<file path="config.mk">
export PLATFORM = sky130hd
export DESIGN_NAME = load_store_unit
export DESIGN_NICKNAME = d
export VERILOG_FILES = /design/src/rtl/load_store_unit.sv
export SDC_FILE = /design/constraint.sdc
export NUM_CORES = 1
export LEC_CHECK = 0
export ABC_CLOCK_PERIOD_IN_PS = 4500
export CAP_MARGIN = 15
export CORE_UTILIZATION = 44
export DETAILED_ROUTE_END_ITERATION = 10
export PLACE_DENSITY_LB_ADDON = 0.3
export SYNTH_ARGS = -nofsm -noshare
export SYNTH_HDL_FRONTEND = slang
export SYNTH_SLANG_ARGS = --single-unit
</file>
<file path="constraint.sdc">
create_clock -name clk -period 4.5 [get_ports clk]
set_input_delay 0.675 -clock clk [delete_from_list [all_inputs] [get_ports clk]]
set_output_delay 0.675 -clock clk [all_outputs]
set_load 0.1 [all_outputs]
</file>
<file path="src/rtl/load_store_unit.sv">
// Load/store unit: accepts one pipeline memory request, screens it for
// illegal encodings and misalignment, runs a single bus transfer and
// returns one response (extended load data or a fault cause).
module load_store_unit #(
  parameter int TIMEOUT_CYCLES = 16,
  parameter int CNT_W          = 5
) (
  input  logic        clk,
  input  logic        rst,
  input  logic        req_valid,
  output logic        req_ready,
  input  logic        req_we,
  input  logic [2:0]  req_funct3,
  input  logic [31:0] req_addr,
  input  logic [31:0] req_wdata,
  output logic        resp_valid,
  output logic [31:0] resp_rdata,
  output logic        resp_exc,
  output logic [1:0]  resp_cause,
  output logic        bus_rd,
  output logic        bus_wd,
  output logic [1:0]  bus_size_out,
  output logic [1:0]  bus_size_in,
  output logic [31:0] bus_addr_out,
  output logic [31:0] bus_addr_in,
  output logic [31:0] bus_data_in,
  input  logic [31:0] bus_data_out,
  input  logic        bus_ready,
  input  logic        bus_busy
);

  typedef enum logic [1:0] {IDLE, ISSUE, RESP, FAULT} state_t;

  typedef struct packed {
    logic        we;
    logic [2:0]  funct3;
    logic [31:0] addr;
    logic [31:0] wdata;
  } req_t;

  localparam logic [1:0] CAUSE_NONE    = 2'b00;
  localparam logic [1:0] CAUSE_MISALGN = 2'b01;
  localparam logic [1:0] CAUSE_TIMEOUT = 2'b10;
  localparam logic [1:0] CAUSE_ILLEGAL = 2'b11;

  state_t            state_q, state_d;
  req_t              req_q, req_d;
  logic [CNT_W-1:0]  cnt_q, cnt_d;
  logic [1:0]        cause_q, cause_d;
  logic [31:0]       rdata_q, rdata_d;

  logic              illegal, misalign, xfer;
  logic [1:0]        size;
  logic [31:0]       load_ext, store_data;

  // Screening runs on the incoming request so the verdict is taken in the
  // same cycle it is latched; illegal encodings win over misalignment.
  assign illegal  = (req_funct3 == 3'b011) || (req_funct3 == 3'b110) ||
                    (req_funct3 == 3'b111) || (req_we && req_funct3[2]);
  assign misalign = ((req_funct3[1:0] == 2'b01) && req_addr[0]) ||
                    ((req_funct3[1:0] == 2'b10) && (req_addr[1:0] != 2'b00));

  assign size = req_q.funct3[1:0];
  // A transfer completes in any ISSUE cycle where the bus is free.
  assign xfer = (state_q == ISSUE) && bus_ready && !bus_busy;

  // Extend returned load data according to the latched funct3.
  always_comb begin
    load_ext = bus_data_out;
    case (req_q.funct3)
      3'b000:  load_ext = {{24{bus_data_out[7]}},  bus_data_out[7:0]};
      3'b001:  load_ext = {{16{bus_data_out[15]}}, bus_data_out[15:0]};
      3'b100:  load_ext = {24'b0, bus_data_out[7:0]};
      3'b101:  load_ext = {16'b0, bus_data_out[15:0]};
      default: load_ext = bus_data_out;
    endcase
  end

  // Store data occupies the low lanes only; upper bits are forced to zero.
  always_comb begin
    store_data = req_q.wdata;
    case (size)
      2'b00:   store_data = {24'b0, req_q.wdata[7:0]};
      2'b01:   store_data = {16'b0, req_q.wdata[15:0]};
      default: store_data = req_q.wdata;
    endcase
  end

  // Next-state logic: accept/screen in IDLE, wait or time out in ISSUE.
  always_comb begin
    state_d = state_q;
    req_d   = req_q;
    cnt_d   = '0;
    cause_d = cause_q;
    rdata_d = rdata_q;
    case (state_q)
      IDLE: begin
        if (req_valid) begin
          req_d   = '{we: req_we, funct3: req_funct3, addr: req_addr, wdata: req_wdata};
          rdata_d = '0;
          if (illegal) begin
            state_d = FAULT;
            cause_d = CAUSE_ILLEGAL;
          end else if (misalign) begin
            state_d = FAULT;
            cause_d = CAUSE_MISALGN;
          end else begin
            state_d = ISSUE;
            cause_d = CAUSE_NONE;
          end
        end
      end
      ISSUE: begin
        if (xfer) begin
          state_d = RESP;
          rdata_d = req_q.we ? 32'b0 : load_ext;
        end else if (cnt_q == CNT_W'(TIMEOUT_CYCLES - 1)) begin
          state_d = FAULT;
          cause_d = CAUSE_TIMEOUT;
          rdata_d = '0;
        end else begin
          cnt_d = cnt_q + CNT_W'(1);
        end
      end
      RESP:    state_d = IDLE;
      FAULT:   state_d = IDLE;
      default: state_d = IDLE;
    endcase
  end

  // State and datapath registers; reset also aborts any in-flight request.
  always_ff @(posedge clk) begin
    if (rst) begin
      state_q <= IDLE;
      req_q   <= '0;
      cnt_q   <= '0;
      cause_q <= CAUSE_NONE;
      rdata_q <= '0;
    end else begin
      state_q <= state_d;
      req_q   <= req_d;
      cnt_q   <= cnt_d;
      cause_q <= cause_d;
      rdata_q <= rdata_d;
    end
  end

  assign req_ready    = (state_q == IDLE);
  assign resp_valid   = (state_q == RESP) || (state_q == FAULT);
  assign resp_exc     = (state_q == FAULT);
  assign resp_cause   = (state_q == FAULT) ? cause_q : CAUSE_NONE;
  assign resp_rdata   = (state_q == RESP) ? rdata_q : 32'b0;

  assign bus_rd       = xfer && !req_q.we;
  assign bus_wd       = xfer &&  req_q.we;
  assign bus_size_out = (state_q == ISSUE) ? size : 2'b00;
  assign bus_size_in  = (state_q == ISSUE) ? size : 2'b00;
  assign bus_addr_out = (state_q == ISSUE) ? req_q.addr : 32'b0;
  assign bus_addr_in  = (state_q == ISSUE) ? req_q.addr : 32'b0;
  assign bus_data_in  = (state_q == ISSUE) ? store_data : 32'b0;

endmodule

</file>
==> results_dict.tcl <==
set metrics [dict create \
    status "completed" \
    syn_avg_cell_area_sq_um 8.11 \
    path_clk_slew_ns 0.09 \
    yosys-top-cells-area "dfxtp_1, nand2_1, and2_1" \
    clk_latency_ns 0.36 \
    yosysSeqAreaShare_pct 44.5 \
    synth_edf_count 0 \
    rsz0062_at_grt "false" \
    ios 244 \
    grtUsageMet3_pct 6.17 \
    die_area_sq_mm 0.0116 \
    area_delta_synth_final_pct 41.5 \
    grt_overflow 0 \
    place.gp.congestion 0.798 \
    register_area_sq_mm 0.00218 \
    die_x_um 108 \
    dieHeight_um 108 \
    async_flop_share_pct 0 \
    p_per_area_mw_per_mm2 302 \
    dpl.hpwl_mm 9.47 \
    post_cts_buffers 0 \
    synth_common_cells "nand2_1, dfxtp_1, and2_1, a21oi_1, buf_4" \
    fmax_mhz 309 \
    synth_warnings 0 \
    holdBufCountCts 0 \
    crit_arrival_ns 2.56 \
    nets 894 \
    remaining_drc_errors 0 \
    maxSlewHeadroom_pct 32.2 \
    cts_tree "done" \
    period_share_pct 72.0 \
    netlist_area_sq_mm 0.00491 \
    irDropWorstVdd_uv 190 \
    floorplan.core_area_sq_mm 0.0108 \
    tns_ns 0 \
    grt_start_max_net_pins 75 \
    synth_top_area_cell "dfxtp_1" \
    clk_path_buf_depth 2 \
    hold_viol 0 \
    io_buffers 243 \
    cts.sinks 109 \
    synth_top_area_share_pct 44.5 \
    end_kind "output pin" \
    final_layout_size_suffix_gt1_share_pct 20.7 \
    vias 4646 \
    grt_pass1_vias 4435 \
    fillers 924 \
    synthCells 605 \
    wire_per_inst_um 14.2 \
    crit_path_start_kind "flop" \
    detail_route.iter0.violations 267 \
    grt_antenna_before_repair 0 \
    cts_buffers 9 \
    crit_chain "and2b_1 -> buf_4 -> and2_1 -> buf_4" \
    path_max_fanout 32 \
    cpPeakStageDelay_ns 0.75 \
    synthDistinctLibCells 39 \
    setup_viol 0 \
    synth.most_common_cell "nand2_1" \
    diodes 0 \
    grt_usage_pct 22.7 \
    ant_nets 0 \
    met1_usage_pct 26.8 \
    multi_input_area_sq_mm 0.00226 \
    leakagePower_nw 3.04 \
    viasPerCell 4.98 \
    use_met2_pct 40.1 \
    drv_cap 0 \
    synth_seq_cells 109 \
    cp_common_cell "buf_4" \
    htreeDepth 3 \
    grt_pass1_wl_mm 20.9 \
    synth_ff_type "dfxtp_1" \
    fin_skew_ns 0.00858 \
    worst_pin_slew_ns 1.02 \
    crit_type "flop to output pin" \
    cpMaxStageDelayCell "and2b_1" \
    start_util_pct 45.3 \
    min_path_type "flop to flop" \
    busiest_layer "met2" \
    required_ns 3.83 \
    num_rows 38 \
    whs_ns 0.455 \
    first_pass_iters 4 \
    wirelength_mm 13.3 \
    syn_nets 712 \
    cts_resized 0 \
    drv_slew 0 \
    cts_root_buffer "clkbuf_8" \
    period_needed_ns 3.24 \
]
[placed cells by master, fill, tap and decap left out, drive strengths merged]
cell / netlist / final
and2: 84 / 84
or4: 1 / 1
nand2b: 20 / 20
a211oi: 1 / 1
nor3: 1 / 1
nor2b: 2 / 2
nand2: 146 / 146
buf: 50 / 142
o21ai: 9 / 9
nor3b: 1 / 1
o21ba: 1 / 1
clkinvlp: 0 / 3
clkdlybuf4s50: 0 / 108
mux2i: 1 / 1
xor2: 1 / 1
a2111oi: 1 / 1
nor4: 2 / 2
nand3b: 1 / 1
ha: 2 / 2
and2b: 1 / 1
a31oi: 1 / 1
clkbuf: 29 / 9
nor2: 9 / 9
nand3: 2 / 2
and3: 20 / 20
a22o: 32 / 32
xnor2: 1 / 1
inv: 2 / 4
clkinv: 0 / 2
a21oi: 70 / 70
dfxtp: 109 / 109
o21a: 2 / 2
a21o: 1 / 1
o21bai: 1 / 1
o32ai: 1 / 1
[metrics by stage]
step / total power, mW / area [sq um] / setup slack [ns] / cells / utilization, %
2_1_floorplan: 1.42 / 4910 / 0.918 / 605 / -
3_3_place_gp: 1.57 / 6770 / 1.75 / 916 / 62.5
3_5_place_dp: 1.58 / 6770 / 1.61 / 916 / 62.5
4_1_cts: 2.12 / 6940 / 1.19 / 932 / 64.1
5_1_grt: 2.21 / 6940 / 1.00 / 932 / 64.1
6_report: 2.10 / 6940 / 1.26 / 932 / 64.1
[layer usage]
metal,share of wire [%],wire length (um)
met3,7.2,956
met1,42,5560
met5,0,0
met4,1.1,152
met2,50,6600
[critical path, delay by kind of cell (launching register included)]
| kind | cells | cell delay [ns] |
|---|---|---|
| and+or+nand+nor | 2 | 0.95 |
| DFF | 1 | 0.55 |
| buffers and inverters | 2 | 0.68 |
[layout make-up]
class | instances | area share [%]
clock buffers | 9 | 1.78
clock inverters | 7 | 0.721
well taps | 140 | 2.52
inverters | 2 | 0.108
flip-flops and latches | 109 | 31.4
multi-input cells | 415 | 32.6
repair buffers | 250 | 30.9
[final timing paths]
path,startpoint,cells past startpoint,endpoint,slack (ns)
max,state_q[0],4,bus_addr_out[28],1.26
min,req_q[35],2,req_q[35],0.46
max reg2reg,state_q[0],5,req_q[46],2.26
min reg2reg,req_q[35],2,req_q[35],0.46
[flip-flops by register name, indices dropped and copies added, names as in the netlist]
name,count
cause_q,2
cnt_q,5
rdata_q,32
req_q,68
state_q,2
[where the power goes]
group | switching (mW) | total [mW] | internal [mW]
registers | 0.0312 | 1.05 | 1.02
clock network | 0.332 | 0.535 | 0.203
logic | 0.340 | 0.512 | 0.172
total | 0.703 | 2.10 | 1.39
[logic make-up after synthesis]
group / after synthesis / share of synthesized area (%)
compound gates: 120 / 15.4
xor+xnor: 2 / 0.357
fa+ha+maj: 2 / 0.510
buf+inv: 81 / 9.56
flops: 109 / 44.5
mux: 1 / 0.204
simple gates: 290 / 29.5
(Power assumes the default switching activity.)
==> variant, RTL diff (config.mk and constraints unchanged) <==
Set the parameter `CNT_W` to 10 (it was 5).
--- a/src/rtl/load_store_unit.sv
+++ b/src/rtl/load_store_unit.sv
@@ -4,5 +4,5 @@
 module load_store_unit #(
   parameter int TIMEOUT_CYCLES = 16,
-  parameter int CNT_W          = 5
+  parameter int CNT_W          = 10
 ) (
   input  logic        clk,
Behaviour: no difference found for any inputs over 4 cycles, from zero or initial values and one cycle with rst high; that may be too few to reach the edited logic, so the function may still have changed.
==> variant against the original RTL <==
Area after synthesis rose by 4.0%. Sequential share of layout area fell by 1.4 points. Cell area grew 9.6%. Synthesized cell count increased by 4.6%. Worst setup slack better by 160 ps. Total power grew 38%. First-iteration DRC count is 1.5% lower. Wire length rose by 12%. Sequential cell count increased by 5. Critical endpoint is now bus_addr_out[0]. Largest cell class unchanged. Highest routed layer unchanged.
==> variant: results (changes against the original RTL) <==
The run finished with clean final reports. The largest stage delay on the critical path came out at 930 ps (+180 ps). The count of clock buffers in the final design came to 20 (+11). The power density over the cells is 380 mW/mm2 (+26%). The die area is 0.0120 mm2 (+3.9%). The root buffer cell chosen for the clock tree is sky130_fd_sc_hd__clkbuf_16. The first-pass GRT wire length came out at 23.1 mm (+10%).

The layout net count came out at 930 (+4.0%). The unique cell type count in the Yosys netlist came out at 37 (-5.1%). The initial DRC count is 263 (-1.5%). The number of non-clock buffers in the layout came out at 249 (-0.40%). The total number of vias is 4942 (+6.4%). The layout multi-input combinational cell count is 440 (+6.0%). The net count after synthesis is 739 (+3.8%). The mux share of post-synthesis cell area came out at 0.392% (+0.19 points).

The leakage power figure is 3.32 nW (+9.0%). The final-layout fill cell count is 892 (-3.5%). The global-route met1 utilization came out at 30.1% (+3.4 points). The number of cells in the finished layout apart from fillers is 976 (+4.7%).

The met2 track utilization from global routing came out at 42.9% (+2.8 points). The cell area after placement was 0.00702 mm2 (+3.7%). The post-synthesis share of cell area spent on full adders, half adders and majority gates came to 0.245% (-0.26 points). The placement-stage worst setup slack is 1480 ps (-129 ps). The arrival time of the worst setup path came to 2400 ps (-160 ps). Sorting the synthesized cells by area gives the leading types as sky130_fd_sc_hd__dfxtp_1 45%, sky130_fd_sc_hd__nand2_1 11%, sky130_fd_sc_hd__and2_1 10%, sky130_fd_sc_hd__a21oi_1 7.0%, sky130_fd_sc_hd__buf_4 5.0%.
-- variant: cell count changes after synthesis, moves of 10 or more --
cell | unedited run | this run
sky130_fd_sc_hd__a22o_1 | 32 | 16
sky130_fd_sc_hd__o2bb2ai_1 | 0 | 16
sky130_fd_sc_hd__nand2b_1 | 19 | 2
sky130_fd_sc_hd__nor2b_1 | 2 | 19
sky130_fd_sc_hd__nor2_1 | 9 | 22
sky130_fd_sc_hd__clkbuf_1 | 28 | 38
-- variant: path summary, 6_finish.rpt --
kind                                  from         endpoint  slack (ps)  cells past startpoint
worst max-delay path            state_q[0]  bus_addr_out[0]        1420                      3
worst min register to register   req_q[30]        req_q[30]         450                      2
worst min-delay path             req_q[30]        req_q[30]         450                      2
worst max register to register  state_q[0]      rdata_q[27]        2000                      4
-- variant: report_power, final --
group,switching [mW],total [mW],internal [mW]
sequential,0.0306,1.10,1.07
combinational,0.346,0.528,0.181
clock,0.447,1.27,0.820
total,0.823,2.89,2.07
